==> src/rtl/stack_seq_ctrl.sv <==
// Multi-cycle FETCH/DECODE/MEM/EXEC sequencer for the stack-machine datapath.
// Owns the stack pointer and traps stack over/underflow before anything commits.
module stack_seq_ctrl #(
    parameter int STACK_DEPTH = 16,
    parameter int SP_W        = 5
) (
    input  logic            clk,
    input  logic            reset,
    input  logic [31:0]     instr_in,
    input  logic            imem_ready,
    input  logic            dmem_ready,
    input  logic            branch_taken,
    output logic            imem_req,
    output logic            dmem_req,
    output logic            MemRead,
    output logic            MemWrite,
    output logic [1:0]      ALUOp,
    output logic [1:0]      PCSrc,
    output logic [1:0]      StackWriteSrc,
    output logic            ALUSrc,
    output logic            ir_write,
    output logic            pc_write,
    output logic            stack_we,
    output logic [SP_W-1:0] sp,
    output logic            fault,
    output logic [1:0]      state
);

    typedef enum logic [1:0] {
        S_FETCH  = 2'b00,
        S_DECODE = 2'b01,
        S_MEM    = 2'b10,
        S_EXEC   = 2'b11
    } state_t;

    localparam logic [SP_W:0] DEPTH_EXT = (SP_W+1)'(STACK_DEPTH);

    state_t          state_q, state_d;
    logic            fault_q, fault_d;
    logic [5:0]      ir_q, ir_d;
    logic [SP_W-1:0] sp_q, sp_d;

    logic [2:0]      op1;
    logic [2:0]      op2;
    logic [1:0]      need;
    logic            net_inc;
    logic            net_dec;
    logic [SP_W:0]   sp_ext;
    logic            stack_err;
    logic            unused_instr_bits;

    // Only the two opcode fields steer the sequencer; operand bits live in the datapath IR.
    assign unused_instr_bits = ^instr_in[25:0];
    assign op1    = ir_q[5:3];
    assign op2    = ir_q[2:0];
    assign sp_ext = {1'b0, sp_q};

    always_comb begin
        need    = 2'd0;
        net_inc = 1'b0;
        net_dec = 1'b0;
        case (op1)
            3'b000: begin
                if (op2 == 3'b010) begin
                    need = 2'd1;
                end else begin
                    need    = 2'd2;
                    net_dec = 1'b1;
                end
            end
            3'b001:  need = 2'd1;
            3'b010:  net_inc = 1'b1;
            3'b100:  begin need = 2'd2; net_dec = 1'b1; end
            3'b110:  net_inc = 1'b1;
            default: begin need = 2'd1; net_dec = 1'b1; end // pop, branch, pop_pc
        endcase
    end

    // Extended width keeps sp+1 from wrapping at full depth.
    assign stack_err = (sp_ext < {{(SP_W-1){1'b0}}, need}) ||
                       (net_inc && ((sp_ext + 1'b1) > DEPTH_EXT));

    always_comb begin
        state_d = state_q;
        fault_d = fault_q;
        ir_d    = ir_q;
        sp_d    = sp_q;
        if (!fault_q) begin
            case (state_q)
                S_FETCH: begin
                    if (imem_ready) begin
                        ir_d    = instr_in[31:26];
                        state_d = S_DECODE;
                    end
                end
                S_DECODE: begin
                    if (stack_err) begin
                        fault_d = 1'b1;
                    end else if (op1 == 3'b010 || op1 == 3'b011) begin
                        state_d = S_MEM;
                    end else begin
                        state_d = S_EXEC;
                    end
                end
                S_MEM: begin
                    if (dmem_ready) begin
                        state_d = S_EXEC;
                    end
                end
                default: begin
                    if (net_inc) begin
                        sp_d = sp_q + 1'b1;
                    end else if (net_dec) begin
                        sp_d = sp_q - 1'b1;
                    end
                    state_d = S_FETCH;
                end
            endcase
        end
    end

    always_ff @(posedge clk) begin
        if (reset) begin
            state_q <= S_FETCH;
            fault_q <= 1'b0;
            ir_q    <= 6'd0;
            sp_q    <= '0;
        end else begin
            state_q <= state_d;
            fault_q <= fault_d;
            ir_q    <= ir_d;
            sp_q    <= sp_d;
        end
    end

    // Outputs decode registered state/IR; reset and fault silence every strobe.
    always_comb begin
        imem_req      = 1'b0;
        dmem_req      = 1'b0;
        MemRead       = 1'b0;
        MemWrite      = 1'b0;
        ALUOp         = 2'b00;
        PCSrc         = 2'b00;
        StackWriteSrc = 2'b00;
        ALUSrc        = 1'b0;
        ir_write      = 1'b0;
        pc_write      = 1'b0;
        if (!reset && !fault_q) begin
            case (state_q)
                S_FETCH: begin
                    imem_req = 1'b1;
                    ir_write = imem_ready;
                end
                S_MEM: begin
                    dmem_req = 1'b1;
                    MemRead  = (op1 == 3'b010);
                    MemWrite = (op1 == 3'b011);
                end
                S_EXEC: begin
                    pc_write = 1'b1;
                    case (op1)
                        3'b000:  begin ALUOp = 2'b01; StackWriteSrc = 2'b01; end
                        3'b001:  begin ALUOp = 2'b01; ALUSrc = 1'b1; StackWriteSrc = 2'b01; end
                        3'b010:  begin StackWriteSrc = 2'b10; MemRead = 1'b1; end
                        3'b100:  begin ALUOp = 2'b10; StackWriteSrc = 2'b01; end
                        3'b101:  begin ALUOp = 2'b10; PCSrc = branch_taken ? 2'b01 : 2'b00; end
                        3'b110:  StackWriteSrc = 2'b11;
                        3'b111:  PCSrc = 2'b10;
                        default: ;
                    endcase
                end
                default: ;
            endcase
        end
    end

    assign stack_we = (StackWriteSrc != 2'b00);
    assign sp       = sp_q;
    assign fault    = fault_q;
    assign state    = fault_q ? 2'b01 : state_q;

endmodule
==> config.mk <==
export PLATFORM = sky130hd
export DESIGN_NAME = stack_seq_ctrl
export DESIGN_NICKNAME = d
export VERILOG_FILES = /design/src/rtl/stack_seq_ctrl.sv
export SDC_FILE = /design/constraint.sdc
export NUM_CORES = 1
export LEC_CHECK = 0
export ABC_CLOCK_PERIOD_IN_PS = 2670
export BUFFER_PORTS_ARGS = -buffer_cell sky130_fd_sc_hd__buf_4
export CORE_MARGIN = 10
export CORE_UTILIZATION = 43
export DETAILED_ROUTE_END_ITERATION = 12
export PLACE_DENSITY_LB_ADDON = 0.1
export SYNTH_ARGS = -nofsm -noshare
export SYNTH_HDL_FRONTEND = slang
export SYNTH_SLANG_ARGS = --single-unit
export TNS_END_PERCENT = 50
==> constraint.sdc <==
create_clock -name clk -period 2.67 [get_ports clk]
set_input_delay 0.267 -clock clk [delete_from_list [all_inputs] [get_ports clk]]
set_output_delay 0.267 -clock clk [all_outputs]
set_load 0.005 [all_outputs]
=== After elaboration in Yosys (flattened, before gate mapping) ===
Index checks and enable logic that the tools add are counted.

* Word-level logic and storage cells: 86
* Output and inout port bits: 22
* Flip-flop bits (word level): 14

* $add $sub $neg: 3
* $lt $le $gt $ge: 2
* Bitwise gates (word level): 2
* Muxes and demuxes: 42
* Eq/ne operators: 14
* Reduce and logical (&&, ||, !) cells: 19

{| class="wikitable"
|+ Operators by type and width
! cell !! count
|-
| $mux W1 || 22
|-
| $mux W2 || 11
|-
| $pmux W2 S3 || 3
|-
| $eq A3 B3 Y1 const B || 4
|-
| $mux W5 || 2
|-
| $eq A3 B2 Y1 const B || 3
|-
| $reduce_or A3 Y1 || 3
|-
| $pmux W2 S2 || 2
|-
| $add A5 B1 Y6 const B || 1
|-
| $gt A6 B5 Y1 const B || 1
|-
| $ne A2 B2 Y1 const B || 3
|-
| $reduce_and A3 Y1 || 2
|-
| $reduce_or A2 Y1 || 3
|-
| $add A5 B1 Y5 const B || 1
|-
| $lt A5 B2 Y1 || 1
|-
| $sub A5 B1 Y5 const B || 1
|-
| $eq A2 B2 Y1 const B || 2
|-
| $pmux W1 S2 || 2
|-
| $reduce_and A4 Y1 || 1
|-
| $reduce_bool A2 Y1 || 2
|-
| $eq A3 B1 Y1 const B || 1
|-
| $logic_not A3 Y1 || 1
|-
| $eq A2 B1 Y1 const B || 1
|-
| $logic_and A1 B1 Y1 || 2
|-
| other kinds (4) || 7
|}

=== Longest topological paths before layout ===
Gate-level depths: netlist of the first run.

* Word-level depth: 8
* Mapped depth: 9

=== Worst setup path before layout of the first run ===
Ideal clock, no wire load.

* Path type: register to register
* Start point: reg ir_q[5]
* End point: reg state_q[0]
* Arrival time: 2090 ps
* Clock period less this slack: 2157 ps
* Cell stages (with the launch flop): 10
* Slack: 513 ps
* Path buffers: 1
* Cell sequence: dfxtp_1 -> clkbuf_1 -> inv_1 -> a211o_1 -> ha_1 -> inv_1 -> a2111oi_2 -> o21ai_1 -> or3_1 -> a21oi_2

* Longest elaborated chain between the ends: 7
* Elaborated cells on any way between the ends: 17
* Classes of those cells: order compare: 1; eq/ne: 5; mux: 5; reduce/logical: 6

{| class="wikitable"
|+ RTL lines
! item !! RTL line !! RTL
|-
| start, declared || 40 || <nowiki>logic [5:0] ir_q, ir_d;</nowiki>
|-
| start signal, assigned || 131 || <nowiki>ir_q <= ir_d;</nowiki>
|-
| $eq A3 B2 Y1 / $eq A3 B3 Y1 (equally long branches) || 62, 99 ||
|-
| $reduce_or A2 Y1 (no line) || n/a ||
|-
| $pmux W2 S3 / $mux W1 (equally long branches) || 62 || <nowiki>case (op1)</nowiki>
|-
| $lt A5 B2 Y1 / $logic_and A1 B1 Y1 (equally long branches) || 80, 81 ||
|-
| $logic_or A1 B1 Y1 || 80 || <nowiki>assign stack_err = (sp_ext < {{(SP_W-1){1'b0}}, need}) ||</nowiki>
|-
| $ne A2 B2 Y1 (no line) || n/a ||
|-
| $reduce_and A4 Y1 (no line) || n/a ||
|-
| end signal, assigned || 129 || <nowiki>state_q <= state_d;</nowiki>
|-
| end, declared || 38 || <nowiki>state_t state_q, state_d;</nowiki>
|}

Parallel ways exist; a longest one is shown, timed or not. The select of a mux whose other input is x is not followed.
A chain may end at the register's enable or synchronous reset.

=== Final worst setup path of the first run ===
* Start point: reg ir_q[4]
* End point: reg sp_q[4] (netlist: sp[4])

* Longest elaborated chain between the ends: 5
* Elaborated cells on any way between the ends: 11
* Classes of those cells: eq/ne: 3; mux: 3; reduce/logical: 5

{| class="wikitable"
|+ RTL lines
! item !! RTL line !! RTL
|-
| $eq A3 B2 Y1, or another cell as far along || 62 ||
|-
| $reduce_or A3 Y1 (no line) / $reduce_or A2 Y1 (equally long branches) || n/a ||
|-
| $pmux W1 S2 / $mux W1 (equally long branches) || 62 ||
|-
| $reduce_bool A2 Y1 (no line) || n/a ||
|-
| $reduce_and A3 Y1 (no line) || n/a ||
|-
| end signal, assigned || 132 || <nowiki>sp_q <= sp_d;</nowiki>
|-
| end, declared || 41 || <nowiki>logic [SP_W-1:0] sp_q, sp_d;</nowiki>
|}

Parallel ways exist; a longest one is shown, timed or not.

==> out/summary.txt, run 1 <==
Compound-gate portion of the synthesized area: 14.4%
IO Port Bufs: 32
Post-route clock period utilization: 86.3%
Largest family of logic cells by synthesized area: simple AND/OR/NAND/NOR gates
Multiplexer area fraction after synthesis: 7.06%
Mapped cell area: 992 µm²
Fmax: 434 MHz
#FFs+latches synth: 14
CTS Buf Count: 3
Via/cell ratio: 5.20
Final Max Slew Viols: 0
Critical path capture point type: register
Setup TNS: 0 ps
P&R area growth vs syn: 29.9%
Worst-path maximum fanout: 13
Synth Warn #: 0
DRC: 0
GRT Util Overall: 11.7%
Post-Synth Simple-Gate Area: 27.5%
Crit path launch type: register
FP Rows: 17
Rel. slew slack: 67.4%
Core Area: 2210 µm²
Commonest non-fill, non-tap cell in the layout: buf_4
Lkg Pwr: 0.642 nW
Worst EP required: 2850 ps
Fraction of layout cells with a size suffix above 1: 27.1%
Clk sink count: 14
MaxCap Viol Count: 0
IO Count: 59
H-tree Lvls: 1
Capture point of the worst path: sp[4]$_SDFFE_PP0P_
Skew-Pair Late Insertion Delay: 280 ps
Post-Route WL: 2530 µm
Die height: 68.0 µm
Commonest non-fill, non-tap cells in the layout: buf_4 (33), nor2_1 (15), dfxtp_1 (14), inv_1 (12), nand2_1 (11)
Hold Slack: 215 ps
First-pass GRT wire length: 4260 µm
Setup Skew: 7.96 ps
Antenna-violating nets left: 0
Max Root-Sink Buffers: 2
# fillers: 225
Slew at the pin closest to its max-slew limit: 488 ps
Global route overflow: 0
R2R cell count: 8
Reg2reg end: sp[4]$_SDFFE_PP0P_
Final hold viol count: 0
Worst vdd ir: 519 µV
RSZ-0062 raised after global routing: no
Initial core utilization: 44.9%
Post-CTS sizing: 0
First-pass DRT Iterations: 4
Initial antenna violation count: 0
Outcome: finished clean
Die width: 68.0 µm
Post-CTS setup buffer count: 0
Pin count of the biggest net entering global routing: 19
Syn Area/Cell: 8.00 µm²
CP startpoint: ir_q[4]$_SDFFE_PP0P_
Via count: 952
N_diodes: 0
FF+latch area: 280 µm²
Die ar.: 4630 µm²
Share of the yosys chip area belonging to registers: 28.2%
Clk root buf: clkbuf_4
RePlAce Congestion: 0.783
Footprint of the multi-input gates: 644 µm²
Worst reg2reg startpoint: ir_q[4]$_SDFFE_PP0P_
Worst-path clk slew: 90 ps
Mapped Nets: 171
Nets@finish: 203
Synth Area in XOR/XNOR: 2.65%
FF-to-FF setup slack: 370 ps
Worst Path Arrival: 2480 ps
Area share of fa/ha/maj cells after synthesis: 13.4%
Hpwl dp: 2010 µm
Power per cell area: 718 nW/µm²
Synth Instances: 124
Min-Delay Path Class: in2reg
CTS tree: yes
Initial detailed-routing violation count: 76
WL/cell: 13.8 µm
CP Class: reg2reg
Minimum clock period: 2300 ps
Number of global-route vias before repair: 963
Final setup fails: 0
Synth unique cells: 33
CTS Hold Bufs: 0
[routing by layer]
| layer | global-route usage [%] | wire (µm) |
|---|---|---|
| met1 | 12.6 | 1090 |
| met2 | 19.4 | 1170 |
| met3 | 6.69 | 245 |
| met4 | 3.02 | 17 |
| met5 | 0 | 0 |
[through the flow]
| step | total power [W] | util (%) | cell area (µm²) | instances | setup WS (ps) |
|---|---|---|---|---|---|
| floorplan | 0.000628 | - | 992 | 124 | 513 |
| global placement | 0.000768 | 56.6 | 1250 | 179 | 463 |
| detailed placement | 0.000781 | 56.6 | 1250 | 179 | 390 |
| CTS | 0.000940 | 58.3 | 1290 | 183 | 386 |
| global route | 0.00101 | 58.3 | 1290 | 183 | 174 |
| finish | 0.000925 | 58.3 | 1290 | 183 | 367 |
[layout make-up]
type                            count  area share, %
Clock buffer                        4           2.82
Inverter                           12           3.50
Multi-Input combinational cell     92           50.0
Sequential cell                    14           21.7
Tap cell                           28           2.72
Timing Repair Buffer               33           19.2
[cell families (layout without fill, tap and decap cells)]
| logic type | Yosys count | in the layout |
|---|---|---|
| buf+inv | 18 | 49 |
| flops | 14 | 14 |
| simple gates | 52 | 52 |
| compound gates | 20 | 20 |
| xor+xnor | 3 | 3 |
| fa+ha+maj | 10 | 10 |
| mux | 7 | 7 |
[cell usage after synthesis, drive strengths merged]
library cell | n | area share, %
nor2 | 15 | 5.7
o21ba | 1 | 1.0
inv | 12 | 4.5
xnor2 | 3 | 2.6
nor4b | 1 | 0.88
dfxtp | 14 | 28
o21ai | 5 | 2.5
ha | 9 | 11
nor4 | 1 | 0.63
nand3b | 2 | 1.5
or3 | 1 | 0.63
and2 | 2 | 1.3
nand2 | 11 | 4.2
a2111oi | 2 | 2.4
and2b | 1 | 0.76
nor3b | 2 | 1.5
nor2b | 3 | 1.9
a21o | 1 | 0.76
a221oi | 1 | 0.88
and3b | 2 | 1.8
fa | 1 | 2.0
mux2i | 7 | 7.1
a211oi | 4 | 3.0
or2 | 2 | 1.3
and3 | 2 | 1.3
nor3 | 5 | 2.5
a21oi | 5 | 2.9
and4 | 2 | 1.8
a211o | 1 | 0.88
clkbuf | 6 | 2.3
[worst min path at each step]
stage,start,to,cells past startpoint
floorplan,instr_in[26],ir_q[0]$_SDFFE_PP0P_,2
global placement,ir_q[1]$_SDFFE_PP0P_,ir_q[1]$_SDFFE_PP0P_,2
detailed placement,ir_q[1]$_SDFFE_PP0P_,ir_q[1]$_SDFFE_PP0P_,2
CTS,instr_in[27],ir_q[1]$_SDFFE_PP0P_,3
global route,instr_in[27],ir_q[1]$_SDFFE_PP0P_,3
finish,instr_in[27],ir_q[1]$_SDFFE_PP0P_,3
[registers in the layout, summed over array words and instances (netlist names)]
name     count
ir_q         6
sp           5
state_q      2
fault        1
[power by group]
group          switching (W)  internal, W  leakage, nW
registers          0.0000616     0.000253        0.114
logic               0.000222     0.000236        0.506
clock network      0.0000701    0.0000829       0.0210
total               0.000353     0.000572        0.642
[critical path, cell delays in order (launching register included)]
cell      delay, ps
dfxtp_1         560
and2b_1         260
inv_1           150
ha_1            340
nor2b_1         140
o21ai_0         310
a21oi_1         140
a211oi_1        230
nand2_1          70
Note: power is estimated with default switching activity, not from simulation.
==> run 2: changes to the inputs <==
CORE_MARGIN = 2   (was 10)
==> out/summary.txt, run 2 (synthesized netlist as in run 1, its figures left out) <==
N_diodes: 0
WL/cell: 12.7 µm
Setup Skew: 3.73 ps
CTS Hold Bufs: 0
Setup TNS: 0 ps
Lkg Pwr: 0.636 nW
Skew-Pair Late Insertion Delay: 280 ps
CP Class: reg2reg
P&R area growth vs syn: 29.1%
Dpl ws: 354 ps
Post-route clock period utilization: 87.6%
Post-place instance area: 1240 µm²
Clk sink count: 14
Via count: 954
CTS tree: yes
R2R cell count: 8
Hpwl dp: 1750 µm
Die ar.: 2710 µm²
Pin count of the biggest net entering global routing: 19
Clk root buf: clkbuf_4
Core Area: 2190 µm²
Worst-path maximum fanout: 8
MaxCap Viol Count: 0
Die width: 52.0 µm
Final hold viol count: 0
Post-CTS sizing: 0
Setup ws final: 332 ps
Hold Slack: 216 ps
Initial detailed-routing violation count: 16
Max reg flops: 6
Worst EP required: 2900 ps
Max Root-Sink Buffers: 2
Commonest non-fill, non-tap cell in the layout: buf_4
Worst path slowest cell: dfxtp_1
Final setup fails: 0
Initial core utilization: 45.3%
Initial antenna violation count: 0
IO Count: 59
Nets@finish: 202
Global route overflow: 0
Most used cell, CP: inv_1
Power per cell area: 721 nW/µm²
H-tree Lvls: 1
CTS Buf Count: 3
First-pass DRT Iterations: 4
Minimum clock period: 2340 ps
First-pass GRT wire length: 4000 µm
Worst vdd ir: 453 µV
Via/cell ratio: 5.24
FP Rows: 17
Min-Delay Path Class: in2reg
Fmax: 428 MHz
Post-CTS setup buffer count: 0
RePlAce Congestion: 0.768
RSZ-0062 raised after global routing: no
Commonest non-fill, non-tap cells in the layout: buf_4 (32), nor2_1 (15), dfxtp_1 (14), inv_1 (12), nand2_1 (11)
Fraction of layout cells with a size suffix above 1: 26.6%
Rel. slew slack: 66.9%
Crit-path cells: inv_1, a211o_1, ha_1, inv_1, a2111oi_2, o21ai_1, or3_1, a21oi_2
GRT Util Overall: 19.8%
Number of global-route vias before repair: 870
Worst Hold Depth: 3
Die height: 52.0 µm
Worst Path Arrival: 2570 ps
Most flops, register: ir_q
CP max stage delay: 500 ps
Crit path launch type: register
Post-Route WL: 2320 µm
DRC: 0
Final Max Slew Viols: 0
Antenna-violating nets left: 0
Final Cell Area: 1280 µm²
IO Port Bufs: 32
Outcome: finished clean
Slew at the pin closest to its max-slew limit: 496 ps
Critical path capture point type: register
Worst-path clk slew: 90 ps
==> run 2: cell count changes in the layout (fill, tap and decap cells not counted) <==
cell   change
buf_4      -1
==> run 2: path summary, 6_finish.rpt <==
| path | startpoint | end | slack, ps |
|---|---|---|---|
| worst max-delay path | ir_q[5]$_SDFFE_PP0P_ | state_q[0]$_SDFFE_PP0P_ | 330 |
| worst min register to register | sp[2]$_SDFFE_PP0P_ | sp[2]$_SDFFE_PP0P_ | 500 |
| worst max register to register | ir_q[5]$_SDFFE_PP0P_ | state_q[0]$_SDFFE_PP0P_ | 330 |
| worst min-delay path | instr_in[29] | ir_q[3]$_SDFFE_PP0P_ | 220 |
==> run 2: metal layers <==
layer | global-route usage, % | vias to the layer above | wire, µm
met3 | 5.17 | 0 | 137
met2 | 33.3 | 22 | 1140
met5 | 0 | - | 0
li1 | - | 486 | -
met1 | 25.9 | 446 | 1050
met4 | 2.63 | 0 | 0
==> run 2: worst max-delay path: cells and delay by family, from the launching register on <==
family	cells	cell delay [ps]
AO/OA/AOI/OAI	4	940
flip-flops	1	500
AND/OR/NAND/NOR	1	390
adder cells (fa/ha/maj)	1	280
buffers and inverters	2	170
==> run 2: cell type report <==
cell class / instances / area (µm²)
Fill cell: 223 / 910
Multi-Input combinational cell: 92 / 644
Clock buffer: 4 / 36.3
Tap cell: 28 / 35.0
Inverter: 12 / 45.0
Timing Repair Buffer: 32 / 240
Sequential cell: 14 / 280
==> run 2: power breakdown <==
| group | leakage, nW | switching [W] | internal, W |
|---|---|---|---|
| clock network | 0.0210 | 0.0000715 | 0.0000830 |
| registers | 0.114 | 0.0000646 | 0.000253 |
| logic | 0.501 | 0.000219 | 0.000233 |
==> run 2: stage by stage <==
stage / std cells / utilization (%) / total power, W
2_1_floorplan: 124 / - / 0.000628
3_3_place_gp: 178 / 56.8 / 0.000759
3_5_place_dp: 178 / 56.8 / 0.000773
4_1_cts: 182 / 58.5 / 0.000936
5_1_grt: 182 / 58.5 / 0.00101
6_report: 182 / 58.5 / 0.000924
